$ cat src/rtl/arp_data_rx.sv
// ARP payload receiver: walks the 28-byte ARP body after the Ethernet header,
// validates the fixed fields and publishes sender/target addresses per packet.
//
// state              | meaning
// -------------------+---------------------------------------------------
// WAIT_START         | idle, waiting for eth_header_arp_done
// HTYPE_RX           | hardware type, 2 bytes, expect 0x0001
// PTYPE_RX           | protocol type, 2 bytes, expect 0x0800
// HLEN_RX            | hardware address length, 1 byte, expect 0x06
// PLEN_RX            | protocol address length, 1 byte, expect 0x04
// OPER_RX            | operation, 2 bytes, 0x0001 request / 0x0002 reply
// MAC_SOURCE_RX      | sender hardware address, 6 bytes
// IP_SOURCE_RX       | sender protocol address, 4 bytes
// MAC_DESTINATION_RX | target hardware address, 6 bytes
// IP_DESTINATION_RX  | target protocol address, 4 bytes; last byte completes

module arp_data_rx #(
    parameter bit CHECK_HDR = 1'b1
) (
    input  logic        aclk,
    input  logic        areset,
    input  logic        eth_header_arp_done,
    input  logic        data_valid,
    input  logic [7:0]  data_in,
    input  logic        frame_abort,
    input  logic [31:0] local_ip,
    output logic        arp_oper,
    output logic [47:0] mac_s_addr,
    output logic [31:0] ip_s_addr,
    output logic [47:0] mac_d_addr,
    output logic [31:0] ip_d_addr,
    output logic        ip_match,
    output logic        arp_data_done,
    output logic        arp_data_err
);

    typedef enum logic [3:0] {
        WAIT_START,
        HTYPE_RX,
        PTYPE_RX,
        HLEN_RX,
        PLEN_RX,
        OPER_RX,
        MAC_SOURCE_RX,
        IP_SOURCE_RX,
        MAC_DESTINATION_RX,
        IP_DESTINATION_RX
    } state_t;

    state_t      state;
    logic [2:0]  byte_cnt;   // bytes left in the current field minus one
    logic        err_flag;
    logic        oper_sh;
    logic [47:0] mac_s_sh;
    logic [31:0] ip_s_sh;
    logic [47:0] mac_d_sh;
    logic [31:0] ip_d_sh;
    logic        byte_bad;
    logic [31:0] ip_d_full;

    assign ip_d_full = {ip_d_sh[23:0], data_in};

    // byte_cnt != 0 marks the first (high) byte of a two-byte field
    always_comb begin
        byte_bad = 1'b0;
        case (state)
            HTYPE_RX: byte_bad = CHECK_HDR &&
                                 (data_in != ((byte_cnt != 3'd0) ? 8'h00 : 8'h01));
            PTYPE_RX: byte_bad = CHECK_HDR &&
                                 (data_in != ((byte_cnt != 3'd0) ? 8'h08 : 8'h00));
            HLEN_RX:  byte_bad = CHECK_HDR && (data_in != 8'h06);
            PLEN_RX:  byte_bad = CHECK_HDR && (data_in != 8'h04);
            OPER_RX:  byte_bad = (byte_cnt != 3'd0) ? (data_in != 8'h00)
                                 : ((data_in != 8'h01) && (data_in != 8'h02));
            default:  byte_bad = 1'b0;
        endcase
    end

    always_ff @(posedge aclk) begin
        if (areset) begin
            state         <= WAIT_START;
            byte_cnt      <= 3'd0;
            err_flag      <= 1'b0;
            oper_sh       <= 1'b0;
            mac_s_sh      <= 48'h0;
            ip_s_sh       <= 32'h0;
            mac_d_sh      <= 48'h0;
            ip_d_sh       <= 32'h0;
            arp_oper      <= 1'b0;
            mac_s_addr    <= 48'h0;
            ip_s_addr     <= 32'h0;
            mac_d_addr    <= 48'h0;
            ip_d_addr     <= 32'h0;
            ip_match      <= 1'b0;
            arp_data_done <= 1'b0;
            arp_data_err  <= 1'b0;
        end else begin
            arp_data_done <= 1'b0;
            arp_data_err  <= 1'b0;

            if (state != WAIT_START && frame_abort) begin
                state        <= WAIT_START;
                byte_cnt     <= 3'd0;
                err_flag     <= 1'b0;
                arp_data_err <= 1'b1;
            end else if (eth_header_arp_done) begin
                state    <= HTYPE_RX;
                byte_cnt <= 3'd1;
                err_flag <= 1'b0;
            end else if (state != WAIT_START && data_valid) begin
                if (byte_bad) begin
                    err_flag <= 1'b1;
                end

                case (state)
                    OPER_RX:            oper_sh  <= (data_in == 8'h01);
                    MAC_SOURCE_RX:      mac_s_sh <= {mac_s_sh[39:0], data_in};
                    IP_SOURCE_RX:       ip_s_sh  <= {ip_s_sh[23:0], data_in};
                    MAC_DESTINATION_RX: mac_d_sh <= {mac_d_sh[39:0], data_in};
                    IP_DESTINATION_RX:  ip_d_sh  <= ip_d_full;
                    default: ;
                endcase

                if (byte_cnt != 3'd0) begin
                    byte_cnt <= byte_cnt - 3'd1;
                end else begin
                    case (state)
                        HTYPE_RX: begin
                            state    <= PTYPE_RX;
                            byte_cnt <= 3'd1;
                        end
                        PTYPE_RX: begin
                            state    <= HLEN_RX;
                            byte_cnt <= 3'd0;
                        end
                        HLEN_RX: begin
                            state    <= PLEN_RX;
                            byte_cnt <= 3'd0;
                        end
                        PLEN_RX: begin
                            state    <= OPER_RX;
                            byte_cnt <= 3'd1;
                        end
                        OPER_RX: begin
                            state    <= MAC_SOURCE_RX;
                            byte_cnt <= 3'd5;
                        end
                        MAC_SOURCE_RX: begin
                            state    <= IP_SOURCE_RX;
                            byte_cnt <= 3'd3;
                        end
                        IP_SOURCE_RX: begin
                            state    <= MAC_DESTINATION_RX;
                            byte_cnt <= 3'd5;
                        end
                        MAC_DESTINATION_RX: begin
                            state    <= IP_DESTINATION_RX;
                            byte_cnt <= 3'd3;
                        end
                        IP_DESTINATION_RX: begin
                            state    <= WAIT_START;
                            err_flag <= 1'b0;
                            if (err_flag || byte_bad) begin
                                arp_data_err <= 1'b1;
                            end else begin
                                arp_oper      <= oper_sh;
                                mac_s_addr    <= mac_s_sh;
                                ip_s_addr     <= ip_s_sh;
                                mac_d_addr    <= mac_d_sh;
                                ip_d_addr     <= ip_d_full;
                                ip_match      <= (ip_d_full == local_ip);
                                arp_data_done <= 1'b1;
                            end
                        end
                        default: state <= WAIT_START;
                    endcase
                end
            end
        end
    end

endmodule

$ cat config.mk
export PLATFORM = sky130hd
export DESIGN_NAME = arp_data_rx
export DESIGN_NICKNAME = d
export VERILOG_FILES = /design/src/rtl/arp_data_rx.sv
export SDC_FILE = /design/constraint.sdc
export NUM_CORES = 1
export LEC_CHECK = 0
export BUFFER_PORTS_ARGS = -buffer_cell sky130_fd_sc_hd__buf_2
export CAP_MARGIN = 20
export CORE_MARGIN = 5
export CORE_UTILIZATION = 35
export DETAILED_ROUTE_END_ITERATION = 6
export HOLD_SLACK_MARGIN = 0.06
export PLACE_DENSITY = 0.5
export SLEW_MARGIN = 20
export SYNTH_ARGS = -nofsm -noshare
export SYNTH_HDL_FRONTEND = slang
export SYNTH_SLANG_ARGS = --single-unit
$ cat constraint.sdc
create_clock -name aclk -period 2.69 [get_ports aclk]
set_input_delay 0.1345 -clock aclk [delete_from_list [all_inputs] [get_ports aclk]]
set_output_delay 0.1345 -clock aclk [all_outputs]
set_load 0.02 [all_outputs]
## Yosys cells after proc, flatten, opt, wreduce, memory -nomap -nowiden

Index checks and enable logic that the tools add are counted.

| word-level totals | value |
|---|---|
| register bits after elaboration | 325 |
| latch bits | 0 |
| RAM bits | 0 |
| ROM bits | 0 |
| input bits | 45 |
| output and inout port bits | 164 |
| logic and storage cells | 92 |
| memories kept | 0 |

| operators by class | value |
|---|---|
| add/sub/neg operators | 1 |
| multiply operators | 0 |
| divide/modulo/power cells | 0 |
| $lt $le $gt $ge | 0 |
| equality and inequality tests | 18 |
| shifts and indexed selects | 0 |
| mux-type cells | 22 |
| bitwise operators | 6 |
| reductions and logical operators | 27 |

Operator list:

| cell | count |
|---|---|
| $eq A32 B32 Y1 | 1 |
| $pmux W4 S8 | 1 |
| $reduce_and A4 Y1 | 5 |
| $mux W1 | 17 |
| $eq A4 B3 Y1 const B | 4 |
| $ne A8 B3 Y1 const B | 2 |
| $pmux W3 S4 | 1 |
| $reduce_or A2 Y1 | 5 |
| $eq A4 B2 Y1 const B | 2 |
| $eq A4 B4 Y1 const B | 2 |
| $eq A8 B1 Y1 const B | 1 |
| $ne A8 B1 Y1 | 1 |
| $ne A8 B1 Y1 const B | 1 |
| $ne A8 B2 Y1 const B | 1 |
| $ne A8 B4 Y1 | 1 |
| $reduce_and A2 Y1 | 4 |
| $reduce_bool A8 Y1 | 1 |
| $not A1 Y1 | 6 |
| $reduce_and A6 Y1 | 1 |
| $reduce_bool A6 Y1 | 1 |
| $reduce_or A6 Y1 | 1 |
| $pmux W1 S5 | 1 |
| $reduce_bool A5 Y1 | 1 |
| $eq A4 B1 Y1 const B | 1 |
| 10 further kinds | 12 |

## Depth between registers and ports, before layout

| logic depth | value |
|---|---|
| depth after elaboration | 11 |
| mapped depth | 10 |

## Least setup slack after synthesis

No wires, ideal clock.

| path | value |
|---|---|
| path type | reg2reg |
| start | register byte_cnt[0] |
| end | register ip_d_addr[0] |
| library setup time | 0.132 ns |
| arrival time | 1.875 ns |
| setup slack | 0.682 ns |
| stages on the path, launching flop included | 11 |
| path buffers | 3 |
| period minus slack after synthesis | 2.008 ns |
| cell sequence | dfxtp_1 -> inv_1 -> ha_1 -> and2b_1 -> nand4b_2 -> or3_1 -> clkbuf_1 -> buf_2 -> buf_2 -> nand2_1 -> a21oi_1 |

| on the way | value |
|---|---|
| word-level cells in the longest chain between the ends | 7 |
| elaborated cells on any way between the ends | 11 |
| classes of those cells | 2 x eq/ne; 4 x mux; 2 x bitwise; 3 x reduce/logical |

RTL lines:

| what | line | RTL |
|---|---|---|
| start, declared | 51 | `logic [2:0] byte_cnt;` |
| start signal, assigned | 125 | `byte_cnt <= byte_cnt - 3'd1;` |
| $reduce_bool A3 Y1 (*) | -- |  |
| $mux W4 / $mux W1 (equally long branches) | 70, 68 |  |
| $ne A8 B4 Y1 / $ne A8 B1 Y1 (equally long branches) | 70, 68 |  |
| $pmux W1 S5 | 66 | `case (state)` |
| $logic_or A1 B1 Y1 | 163 | `if (err_flag \|\| byte_bad) begin` |
| $not A1 Y1 (no line) | -- |  |
| $reduce_and A6 Y1 (no line) (*) | -- |  |
| end signal, assigned | 170 | `ip_d_addr <= ip_d_full;` |
| end, declared | 31 | `output logic [31:0] ip_d_addr,` |

Mark *: on every way between the ends. The rest lies on a longest branch, timed or not.
A chain may end at the register's enable or synchronous reset.

## Worst setup path in the final report

| path | value |
|---|---|
| start | register state[3] |
| end | register byte_cnt[0] |

| on the way | value |
|---|---|
| word-level cells in the longest chain between the ends | 6 |
| elaborated cells on any way between the ends | 23 |
| classes of those cells | 8 x eq/ne; 4 x mux; 11 x reduce/logical |

RTL lines:

| what | line | RTL |
|---|---|---|
| start, declared | 50 | `state_t state;` |
| start signal, assigned | 81 | `state <= WAIT_START;` |
| start signal, assigned | 102 | `state <= WAIT_START;` |
| start signal, assigned | 107 | `state <= HTYPE_RX;` |
| $eq A4 B4 Y1 (tied with other cells) | 127 | `case (state)` |
| $reduce_or A2 Y1 (no line) | -- |  |
| $pmux W3 S4 | 127 |  |
| $mux W3 | 124 | `if (byte_cnt != 3'd0) begin` |
| $mux W1 | 110 | `end else if (state != WAIT_START && data_valid) begin` |
| $mux W1 | 106 | `end else if (eth_header_arp_done) begin` |

Several ways; a longest one is shown, not always the timed one. The select of a mux whose other input is x is not followed.

==> reports/summary.txt <==
GRT met1 Usage -> 23.61%
Drt initial violations -> 690
Post-synth ARST share -> 0%
DRC -> 0
Synth Cell Area -> 11,940 µm²
Via count -> 10,260
Clock sink total -> 325
Cell taking the most area after synthesis -> dfxtp_1
Starting Density -> 35.50%
Synth area leaders -> dfxtp_1 55%, nand2_1 18%, a21oi_1 12%, clkbuf_1 2.6%, xnor2_1 2.4%
Synth top area share -> 54.51%
Worst Setup End Kind -> flop
Post-route clock period utilization -> 93.37%
Worst setup path start -> state[3]
FMAX -> 398.2 MHz
Pleak -> 0.005577 µW
Largest net degree at the start of global routing -> 145
Multi-input gate area -> 4992 µm²
Crit path time final -> 2.512 ns
Max FO, Critical Path -> 18
RSZ-0062 raised after global routing -> no
Final Hold Fails -> 0
Gr busiest metal -> met2
Global-route wire length before repair -> 55,320 µm
DR WL/cell -> 16.10 µm
Setup Fix Bufs, Post-CTS -> 0
Synthesized area per cell -> 7.941 µm²
Crit path DAT -> 2.96 ns
Slew HR -> 37.57%
Worst hold path class -> input pin to flop
CTS buffer count -> 38
Critical Path RT -> 3.14 ns
Met3 global-route usage -> 4.190%
GRT Overall Usage -> 17.49%
Die height -> 194.7 µm
Post-synthesis cell count -> 1,503
Synth Flop Type -> dfxtp_1
Final ANT Viol Nets -> 0
Final layout net count -> 1,715
Antenna violations before repair -> 1
Met2 Track Usage GR -> 28.71%
Clock Skew -> 0.009519 ns
CP Class -> flop to flop
Endpoints failing setup -> 0
Max rail drop VDD -> 0.3731 mV
Synthesized flop and latch total -> 325
Worst-margin pin slew -> 0.9365 ns
Share of post-route cells with drive strength above 1 -> 17.50%
DP HPWL -> 21,670 µm
Row Count -> 67
Power per cell area -> 688.5 nW/µm²
Reg area -> 6506 µm²
Syn_nets -> 1,550
Reg2reg start -> state[3]
Area Overhead vs Synth -> 22.69%
Largest buffer count on any clock path -> 3
Synth cell types -> 46
Die W -> 194.7 µm
Max_cap viols -> 0
Via/cell ratio -> 4.793
Io pins -> 209
Drt pass-1 iters -> 5
Port bufs -> 208
Slew Viols, Final -> 0
Vias in the first global route -> 9,965
Total grt overflow -> 0
Register area share after synthesis -> 54.51%
Full die area -> 37,890 µm²
Core Area -> 33,620 µm²
EDFF count, synth -> 0
Outcome -> complete, no violations
Final core utilization -> 43.56%
CTS tree -> done
CP startpoint kind -> flop
Worst skew pair latency -> 0.51 ns
Synth warn -> 0
Worst-path clk slew -> 0.06 ns
H-tree depth -> 2
Number of fill cells -> 3,481
Clk root buf -> clkbuf_16
Final TNS setup -> 0 ns
Final Routed Wirelength -> 34,460 µm
RePlAce Congestion -> 0.7983
Hold Crit Start -> data_in[3]
-- final timing paths --
check	to	slack, ns	depth (start not counted)
setup / recovery	byte_cnt[0]	0.18	7
hold / removal	ip_s_sh[3]	0.09	3
setup reg to reg	byte_cnt[0]	0.18	7
hold reg to reg	mac_d_addr[21]	0.45	2
-- routing by layer --
metal,part of all wire [%],routed length (µm),vias to the layer above
met3,5.7,1979,45
met4,1.4,485,0
li1,-,-,5220
met1,46,15900,4794
met2,47,16100,199
met5,0,0,-
-- cell type report --
cell class                      count  share of cell area, %
Multi-Input combinational cell   1062                  34.09
Clock inverter                      5                 0.3931
Clock buffer                       58                  7.921
Tap cell                          448                  3.828
Inverter                            4                 0.1025
Sequential cell                   325                  44.43
Timing Repair Buffer              237                  9.211
Antenna cell                        1                0.01709
-- repair_timing --
action | CTS | global route
setup endpoints to repair | 0 | 1
endpoints found under the hold margin | 20 | 0
hold buffers | 7 | 0
gates resized for setup | 0 | 1
-- registers in the layout, indices dropped and copies added (netlist names), 3 cells and up --
signal,count
ip_s_sh,32
byte_cnt,3
ip_d_addr,32
mac_d_sh,48
mac_s_addr,48
mac_s_sh,48
state,4
ip_d_sh,24
ip_s_addr,32
mac_d_addr,48
-- per-stage QoR --
stage          total power (µW)  hold WS, ns  instances  setup WS (ns)  cell area (µm²)
2_1_floorplan              5092       0.2586       1503         0.6825            11940
3_3_place_gp               5206       0.4394       2069         0.4755            13350
3_5_place_dp               5207       0.4437       2069         0.4235            13350
4_1_cts                   10250      0.07633       2139        0.07150            14630
5_1_grt                   10460      0.09848       2140        0.03341            14640
6_report                  10080      0.08679       2140         0.1784            14640
-- synthesized netlist by cell type, drive strengths merged, types with 4 or more instances --
| library cell | number |
|---|---|
| nand2 | 588 |
| dfxtp | 325 |
| a21oi | 298 |
| clkbuf | 83 |
| nor2 | 38 |
| xnor2 | 33 |
| buf | 29 |
| mux2i | 25 |
| nand4 | 9 |
| nor4 | 7 |
| nand3 | 5 |
| and3 | 4 |
| inv | 4 |
| nor2b | 4 |
-- layout by cell type (no fill, tap or decap), drive strengths merged, types with 4 or more instances in the layout --
cell type    Yosys  routed
mux2i           25      25
inv              4       4
nand2          588     588
and3             4       4
buf             29     230
dfxtp          325     325
a21oi          298     298
xnor2           33      33
dlygate4sd3      0       7
nor2b            4       4
nor4             7       7
nand3            5       5
nand4            9       9
clkbuf          83      58
nor2            38      38
-- critical path, stage by stage (launching register included) --
cell and delay, ns:
dfxtp_1 0.72, o41ai_2 0.23, buf_4 0.19, a31oi_1 0.32, nor2_1 0.07, a311oi_1 0.25
o21a_1 0.14, dlygate4sd3_1 0.53
-- kinds of logic after synthesis --
family                     Yosys count  synth area share [%]
AOI/OAI and AO/OA                  319                 13.87
xor gates and xnor gates            36                 2.642
adders and majority gates            2                0.2096
buffers and inverters              116                 3.921
DFF                                325                 54.51
muxes                               26                 2.191
and+or+nand+nor                    679                 22.65
-- report_power, final --
part / total [µW] / internal [µW] / switching, µW
sequential: 4830 / 4820 / 8.20
combinational: 282 / 98.1 / 183
clock: 4970 / 3050 / 1920
total: 10100 / 7970 / 2120
(Power assumes the default switching activity.)
